File: config.mk
export PLATFORM = sky130hd
export DESIGN_NAME = prod_accum
export DESIGN_NICKNAME = d
export VERILOG_FILES = /design/src/rtl/prod_accum_pkg.sv /design/src/rtl/prod_accum_out_hold_reg.sv /design/src/rtl/prod_accum.sv
export SDC_FILE = /design/constraint.sdc
export NUM_CORES = 1
export LEC_CHECK = 0
export CAP_MARGIN = 20
export CORE_MARGIN = 10
export CORE_UTILIZATION = 50
export DETAILED_ROUTE_END_ITERATION = 8
export PLACE_DENSITY = 0.77
export RECOVER_POWER = 50
export SYNTH_ARGS = -nofsm -noshare
export SYNTH_HDL_FRONTEND = slang
export SYNTH_SLANG_ARGS = --single-unit
File: constraint.sdc
create_clock -name clk -period 3.4 [get_ports clk]
set_clock_uncertainty 0.05 [all_clocks]
set_input_delay 0.85 -clock clk [delete_from_list [all_inputs] [get_ports clk]]
set_output_delay 0.85 -clock clk [all_outputs]
set_load 0.1 [all_outputs]
File: src/rtl/prod_accum_pkg.sv
// Shared types and arithmetic for the product accumulator
// and future MAC stages.
package prod_accum_pkg;

  localparam int PROD_W_DEF = 36;
  localparam int ACC_W_DEF  = 48;
  localparam int LEN_DEF    = 16;
  localparam int MAX_W      = 64;

  typedef enum logic {
    IDLE,
    ACCUM
  } state_t;

  typedef struct packed {
    logic             ovf;
    logic [MAX_W-1:0] sum;
  } sat_sum_t;

  // a and b must be below 2**w; result clips to w ones
  function automatic sat_sum_t sat_add(
    input logic [MAX_W-1:0] a,
    input logic [MAX_W-1:0] b,
    input int unsigned      w
  );
    logic [MAX_W:0]   s;
    logic [MAX_W-1:0] ones;
    sat_sum_t         r;
    s     = {1'b0, a} + {1'b0, b};
    ones  = {MAX_W{1'b1}} >> (MAX_W - w);
    r.ovf = |(s >> w);
    r.sum = r.ovf ? ones : s[MAX_W-1:0];
    return r;
  endfunction

endpackage

File: src/rtl/prod_accum_out_hold_reg.sv
// Single-entry valid/ready result register;
// flags a result that arrives while full and stalled.
module prod_accum_out_hold_reg #(
  parameter int W = 48
) (
  input  logic         clk,
  input  logic         rst_n,
  input  logic         load,
  input  logic [W-1:0] load_data,
  input  logic         load_sat,
  input  logic         ready,
  output logic [W-1:0] data,
  output logic         valid,
  output logic         sat,
  output logic         drop
);

  assign drop = load & valid & ~ready;

  always_ff @(posedge clk or negedge rst_n) begin
    if (!rst_n) begin
      data  <= '0;
      valid <= 1'b0;
      sat   <= 1'b0;
    end else if (load & (~valid | ready)) begin
      data  <= load_data;
      sat   <= load_sat;
      valid <= 1'b1;
    end else if (valid & ready) begin
      valid <= 1'b0;
    end
  end

endmodule

File: src/rtl/prod_accum.sv
// Frame accumulator for the multiplier product stream;
// sums LEN products per frame into a held result.
module prod_accum
  import prod_accum_pkg::*;
#(
  parameter int PROD_W = PROD_W_DEF,
  parameter int LEN    = LEN_DEF,
  parameter int ACC_W  = ACC_W_DEF
) (
  input  logic              clk,
  input  logic              rst_n,
  input  logic [PROD_W-1:0] prod_in,
  input  logic              prod_valid,
  input  logic              frame_start,
  output logic [ACC_W-1:0]  sum_out,
  output logic              sum_valid,
  input  logic              sum_ready,
  output logic              sat,
  output logic              overrun,
  output logic              frame_err
);

  localparam int CNT_W = $clog2(LEN + 1);
  localparam logic [CNT_W-1:0] LAST = CNT_W'(LEN - 1);

  state_t           state;
  logic [ACC_W-1:0] acc;
  logic [CNT_W-1:0] count;
  logic             sat_pending;
  sat_sum_t         add_r;
  logic [ACC_W-1:0] acc_sum;
  logic             done;
  logic             done_sat;
  logic             drop;

  always_comb begin
    add_r    = sat_add(MAX_W'(acc), MAX_W'(prod_in), ACC_W);
    acc_sum  = ACC_W'(add_r.sum);
    done_sat = sat_pending | add_r.ovf;
    done     = (state == ACCUM) & prod_valid &
               ~frame_start & (count == LAST);
  end

  always_ff @(posedge clk or negedge rst_n) begin
    if (!rst_n) begin
      state       <= IDLE;
      acc         <= '0;
      count       <= '0;
      sat_pending <= 1'b0;
      frame_err   <= 1'b0;
    end else if (prod_valid) begin
      unique case (state)
        IDLE: begin
          if (frame_start) begin
            acc         <= ACC_W'(prod_in);
            count       <= CNT_W'(1);
            sat_pending <= 1'b0;
            state       <= ACCUM;
          end
        end
        ACCUM: begin
          if (frame_start) begin
            acc         <= ACC_W'(prod_in);
            count       <= CNT_W'(1);
            sat_pending <= 1'b0;
            frame_err   <= 1'b1;
          end else begin
            acc         <= acc_sum;
            sat_pending <= done_sat;
            if (done) begin
              count <= '0;
              state <= IDLE;
            end else begin
              count <= count + CNT_W'(1);
            end
          end
        end
        default: state <= IDLE;
      endcase
    end
  end

  always_ff @(posedge clk or negedge rst_n) begin
    if (!rst_n) overrun <= 1'b0;
    else if (drop) overrun <= 1'b1;
  end

  prod_accum_out_hold_reg #(
    .W(ACC_W)
  ) u_hold (
    .clk      (clk),
    .rst_n    (rst_n),
    .load     (done),
    .load_data(acc_sum),
    .load_sat (done_sat),
    .ready    (sum_ready),
    .data     (sum_out),
    .valid    (sum_valid),
    .sat      (sat),
    .drop     (drop)
  );

endmodule

======== Word-level counts from Yosys, hierarchy flattened ========
Index checks and enable logic that the tools add are counted.
word-level totals
  bits in registers ....................... 107
  input port bits ......................... 41
operators by class
  add/sub/neg operators ................... 2
  equality and inequality tests ........... 2
  multiplexer cells ....................... 17
  bitwise gates (word level) .............. 13
  reductions and logical operators ........ 4
operators with widths
  cell                                                 count
  two-way mux 48 bit                                   3
  one-hot mux 48 bit (2 select lines)                  1
  adder 48 x 36 -> 49 bit                              1
  OR reduction 17 bit                                  1
  two-way mux 5 bit                                    3
  one-hot mux 5 bit (2 select lines)                   1
  bitwise AND 1 bit                                    7
  two-way mux 1 bit                                    7
  adder 5 x 1 -> 5 bit, second input constant          1
  equality test 5 x 4 -> 1 bit, second input constant  1
  NOT 1 bit                                            4
  one-hot mux 1 bit (2 select lines)                   2
  AND reduction 3 bit                                  1
  inequality test 2 bit, second input constant         1
  OR 1 bit                                             2
  AND reduction 2 bit                                  1
  nonzero test 2 bit                                   1

======== Longest topological paths before layout ========
Gate-level depths: netlist (run 1).
  word-level depth ........................ 6
  mapped depth ............................ 13
  gate-level depth less buffers ........... 11

======== Cells and area by module ========
A second synthesis (run 1) with hierarchy kept.
second synthesis, totals
  cells, all modules ...................... 745
  area, all modules ....................... 6871.6 µm²
by module, submodules not included
  module                   instances  cells an instance  area an instance (µm²)  seq. area each (µm²)
  prod_accum               1          636                4962.3                  1426.4
  prod_accum_out_hold_reg  1          109                1909.3                  1251.2

======== Worst setup path before layout (run 1) ========
No wires, ideal clock.
  kind .................................... input to register
  start ................................... input prod_in[0]
  end ..................................... register u_hold.data[37]
  arrival ................................. 3.537 ns
  data required time ...................... 3.225 ns
  setup slack ............................. -0.312 ns
  cell stages on the path ................. 11
  buffers on the path ..................... 0
  path through ............................ ha_1 -> fa_1 -> a211oi_2 -> o21ai_2 -> o21a_1 -> or3b_1 -> a31o_2 -> a221oi_4 -> nand3b_4 -> o21ai_1 -> mux2_2
between the ends
  cells in the longest elaborated chain, start to end .. 3
RTL lines
  item                         line                           source
  start, declared              prod_accum.sv:12               input logic [PROD_W-1:0] prod_in,
  adder 48 x 36 -> 49 bit (*)  prod_accum_pkg.sv:29           s = {1'b0, a} + {1'b0, b};
  OR reduction 17 bit          prod_accum_pkg.sv:31           r.ovf = |(s >> w);
  two-way mux 48 bit (*)       prod_accum_pkg.sv:32           r.sum = r.ovf ? ones : s[MAX_W-1:0];
  end signal, assigned         prod_accum_out_hold_reg.sv:26  data <= load_data;
  end, declared                prod_accum_out_hold_reg.sv:12  output logic [W-1:0] data,
Every way passes the cells marked *; elsewhere a longest branch is shown, timed or not.
A chain may end at the register's enable or synchronous reset.

======== Final worst setup path (run 1) ========
  start ................................... input prod_in[13]
  end ..................................... register acc[1]
between the ends
  cells in the longest elaborated chain, start to end .. 5
RTL lines
  item                                 line                  source
  adder 48 x 36 -> 49 bit              prod_accum_pkg.sv:29
  OR reduction 17 bit                  prod_accum_pkg.sv:31
  two-way mux 48 bit                   prod_accum_pkg.sv:32
  two-way mux 48 bit                   prod_accum.sv:62      if (frame_start) begin
  one-hot mux 48 bit (2 select lines)  prod_accum.sv:52      unique case (state)
  end signal, assigned                 prod_accum.sv:55      acc <= ACC_W'(prod_in);
  end signal, assigned                 prod_accum.sv:63      acc <= ACC_W'(prod_in);
  end signal, assigned                 prod_accum.sv:68      acc <= acc_sum;
  end, declared                        prod_accum.sv:27      logic [ACC_W-1:0] acc;
No other way between the ends.

==> results of run 1 <==
Yosys cell counts (2+ instances only):
cell type / n / area (um2)
a211oi_1: 8 / 60.1
a21boi_0: 2 / 15.0
a21o_1: 12 / 90.1
a21oi_1: 71 / 355
a221oi_1: 2 / 17.5
a22o_1: 6 / 52.6
a31o_2: 2 / 17.5
a31oi_1: 24 / 150
and2_1: 4 / 25.0
and3_1: 7 / 43.8
and4_1: 4 / 35.0
and4b_1: 2 / 20.0
buf_2: 4 / 20.0
buf_6: 4 / 45.0
clkbuf_1: 34 / 128
dfrtp_1: 107 / 2680
ha_1: 37 / 463
inv_1: 13 / 48.8
mux2i_1: 4 / 40.0
nand2_1: 95 / 357
nand2b_1: 4 / 25.0
nand3_1: 19 / 95.1
nand3b_1: 2 / 15.0
nand4_1: 11 / 68.8
nor2_1: 65 / 244
nor2_2: 2 / 12.5
nor2b_1: 5 / 31.3
nor3_1: 10 / 50.1
nor3b_1: 2 / 15.0
o211a_1: 2 / 20.0
o211ai_1: 4 / 30.0
o21a_1: 10 / 75.1
o21ai_0: 68 / 340
o21ai_1: 2 / 10.0
o21ai_2: 2 / 17.5
o21bai_1: 6 / 45.0
o22a_1: 7 / 61.3
o22ai_1: 30 / 188
o2bb2ai_1: 3 / 26.3
o31ai_1: 4 / 30.0
or3_1: 6 / 37.5
xnor2_1: 30 / 263
xor2_1: 12 / 105
worst min-delay path, cell delays in order (launching register included):
cell	delay [ns]
dfrtp_1	0.35
nand2_1	0.05
nand2_1	0.05
final cells by class:
cell class              instances  area, um2  area share (%)
repair buffers                261       2150            21.6
clock inverters                 5       60.1           0.604
inverters                      13       48.8           0.490
flip-flops and latches        107       2680            26.9
well taps                     176        220            2.21
multi-input cells             604       4560            45.8
clock buffers                  10        229            2.30
per-layer routing:
| layer | up-vias | GRT usage, % |
|---|---|---|
| met5 | - | 0 |
| met4 | 0 | 10.8 |
| met3 | 59 | 4.27 |
| met2 | 286 | 41.5 |
| met1 | 3419 | 29.6 |
| li1 | 3261 | - |
worst max path at each step:
stage                             endpoint         from  cells after the start  slack (ns)
6_report                acc[1]$_DFFE_PN0P_  prod_in[13]                     12       -0.03
3_3_place_gp   u_hold.data[23]$_DFFE_PN0P_   prod_in[0]                     12       -0.76
4_1_cts                acc[45]$_DFFE_PN0P_  prod_in[25]                     13       0.002
5_1_grt                acc[46]$_DFFE_PN0P_   prod_in[0]                     14       -0.12
3_5_place_dp           acc[23]$_DFFE_PN0P_   prod_in[0]                     14       -0.87
2_1_floorplan  u_hold.data[37]$_DFFE_PN0P_   prod_in[0]                     11       -0.18
through the flow:
stage               setup WS (ns)  instances
CTS                       0.00159       1166
global placement           -0.763       1131
global route               -0.120       1176
floorplan                  -0.179        766
detailed placement         -0.870       1131
finish                    -0.0343       1176
power groups by stage:
| stage | clock [uW] | combinational (uW) | sequential, uW |
|---|---|---|---|
| 4_1_cts | 1090 | 2810 | 1520 |
| 6_report | 1090 | 3190 | 1530 |
| 3_3_place_gp | 0 | 2520 | 1510 |
| 3_5_place_dp | 0 | 2580 | 1520 |
| 2_1_floorplan | 0 | 1460 | 1500 |
| 5_1_grt | 1140 | 3420 | 1550 |
what timing repair did:
| item | 4_1_cts | 5_1_grt |
|---|---|---|
| setup buffers | 19 | 8 |
| gates cloned | 1 | 2 |
| pin swaps | 27 | 64 |
| hold endpoints to repair | 0 | 0 |
| gates resized for setup | 74 | 119 |
| setup endpoints to repair | 98 | 97 |
registers in the layout (all words and copies together) (netlist names):
signal,count
overrun,1
u_hold.sat,1
count,5
sat_pending,1
u_hold.valid,1
frame_err,1
state,1
acc,48
u_hold.data,48
logic make-up (layout without fill, tap and decap cells):
family	after synthesis	in the layout	share of synthesized area, %
AO/OA/AOI/OAI	274	274	25.6
XOR/XNOR	42	42	5.52
adder cells (fa/ha/maj)	38	38	7.25
buffers and inverters	56	289	3.68
flip-flops	107	107	40.2
multiplexers	5	5	0.770
AND/OR/NAND/NOR	244	245	17.0
==> metrics.md, run 1 <==
| Metric | Value |
|---|---|
| Metal3 WL | `~1.3 mm` |
| Die Height | `between 100 and 150 um` |
| Top Metal Used | `met4` |
| DR vias | `7,025` |
| Post-synth EDFFs | `0` |
| Rel. slew slack | `-63.7%` |
| F_max | `291 MHz` |
| Max stage delay on crit path | `0.47 ns` |
| Buffers on Ports | `92` |
| Root Buffer | `clkbuf_16` |
| Largest delay contributor family on the critical path | `compound AO/OA/AOI/OAI gates` |
| Area Overhead vs Synth | `49.4%` |
| CTS Sinks | `between 100 and 150` |
| Worst Path Max Fanout | `6` |
| Int Pwr | `3550 uW` |
| Mapped Area | `0.00666 mm2` |
| Initial antenna violation count | `0` |
| Row cnt | `42` |
| Final min period | `3.43 ns` |
| Final Wtd Congestion | `between 0.9 and 1` |
| Initial DRC Count | `758` |
| Status | `complete, but fails checks` |
| Clk buf depth | `2` |
| TritonCTS clock tree | `done` |
| Seq pwr share | `between 20% and 30%` |
| Inserted Clock Buffers | `9` |
| Lkg Pwr | `0.00459 uW` |
| Critical path's slowest cell | `clkdlybuf4s50_1` |
| Total wire length | `23.8 mm` |
| Critical path buffers and inverters | `3` |
| Met2 WL | `around 12 mm` |
| Clock-pin slew on the worst setup and hold paths | `0.07 ns` |
| Slew @ Worst Pin | `2.46 ns` |
| Fin worst setup slack | `-0.0343 ns` |
| Worst R2R Setup Slack | `0.13 ns` |
| Clk network pwr share | `18.7%` |
| Post-DRT Antenna Nets | `0` |
| Fin. max-slew vios | `roughly 110` |
| Syn Area/Cell | `8.70 um2` |
| HPWL after DPL | `16.2 mm` |
| Yosys cell types | `61` |
| Worst hold start | `u_hold.data[1]$_DFFE_PN0P_` |
| FF-to-FF Start | `acc[0]$_DFFE_PN0P_` |
| R2R Path End | `acc[1]$_DFFE_PN0P_` |
| Maximum vdd drop | `0.297 mV` |
| Unrepaired setup endpoints after global routing | `true` |
| Final period utilization | `101%` |
| Kind of end point of the critical path | `flop` |
| Finish-stage setup viols | `11` |
| Reg2Reg Depth | `13` |
| Net Sw Power | `2270 uW` |
| # fillers | `939` |
| Hold Crit Class | `flop to flop` |
| Ys flop type | `dfrtp_1` |
| Switching Share | `39.1%` |
| Hold EP | `u_hold.data[1]$_DFFE_PN0P_` |
| Routed len/inst | `around 20 um` |
| Grt ovf | `0` |
| Hold Path Stages | `2` |
| Seq cells post-synth | `107` |
| Max Cap Viol | `1` |
| Pwr dens | `about 600 mW/mm2` |
| First-pass GRT wire length | `36.0 mm` |
| DP Area | `0.00866 mm2` |
| CP arrival | `3.63 ns` |
| Power after layout | `5820 uW` |
| CP required | `3.59 ns` |
| Async SR Flop Fraction | `between 90% and 100%` |
| Clock Latency Late Sink | `0.37 ns` |
| Number of vias per cell | `5.97` |
| Post-layout utilization of the core | `roughly 76%` |
| Failing checks | `max-capacitance violations, max-slew violations, negative setup slack` |
| Inserted Diodes | `0` |
| Largest net degree at the start of global routing | `108` |
| Share of cells above drive strength 1 | `a little over a third` |
| H-tree depth | `3` |
| Crit path cell chain | `clkdlybuf4s50_1, ha_1, a21oi_1, o21ai_1, or3b_4, a31o_4, a221oi_4, buf_4, o21ai_4, clkbuf_16, o22ai_2, o21ai_1` |
| Gate power share | `roughly 55%` |
| DR pass1 iterations | `5` |
| Setup TNS | `-0.200 ns` |
| Die X | `135 um` |
| Crit Path Category | `input pin to flop` |
| Total Die Area | `0.0183 mm2` |
| Initial Utilization | `50.7%` |
| M1 WL | `9.68 mm` |
| Commonest non-fill, non-tap cell in the layout | `buf_4` |
| Synth Instances | `766` |
| Final instance area | `0.00995 mm2` |
| GRT Total Usage | `about 24%` |
| Core area | `0.0131 mm2` |
| CTS hold repair buffers | `0` |
| Fin nets | `1,075` |
| Final hold slack | `0.431 ns` |
| Ys Warns | `0` |
| # IOs | `slightly above 90` |
| Fin. Hold Viols | `0` |
| Sequential area share after synthesis | `40.2%` |
| DRC viols | `0` |
| Vias in the first global route | `about 7,000` |
| Syn nets | `845` |
| Crit path launch type | `input pin` |
| Commonest cells after routing, fill and taps aside | `buf_4, dfrtp_1, nand2_1` |
| Top cell by count, worst path | `o21ai_1` |
Power figures use the tool's default switching activity.
==> run 2: changes to the inputs <==
--- a/config.mk
+++ b/config.mk
@@ -9,6 +9,7 @@
 export CORE_MARGIN = 10
 export CORE_UTILIZATION = 50
 export DETAILED_ROUTE_END_ITERATION = 8
+export HOLD_SLACK_MARGIN = 0.05
 export PLACE_DENSITY = 0.77
 export RECOVER_POWER = 50
 export SYNTH_ARGS = -nofsm -noshare
==> results of run 2 <==
Final layout, timing and power as in run 1 (identical DEF).
==> run 3: changes to the inputs <==
--- a/config.mk
+++ b/config.mk
@@ -9,6 +9,7 @@
 export CORE_MARGIN = 10
 export CORE_UTILIZATION = 50
 export DETAILED_ROUTE_END_ITERATION = 8
+export GPL_TIMING_DRIVEN = 1
 export HOLD_SLACK_MARGIN = 0.05
 export PLACE_DENSITY = 0.77
 export RECOVER_POWER = 50
==> results of run 3 <==
Final layout, timing and power as in run 1 (identical DEF).
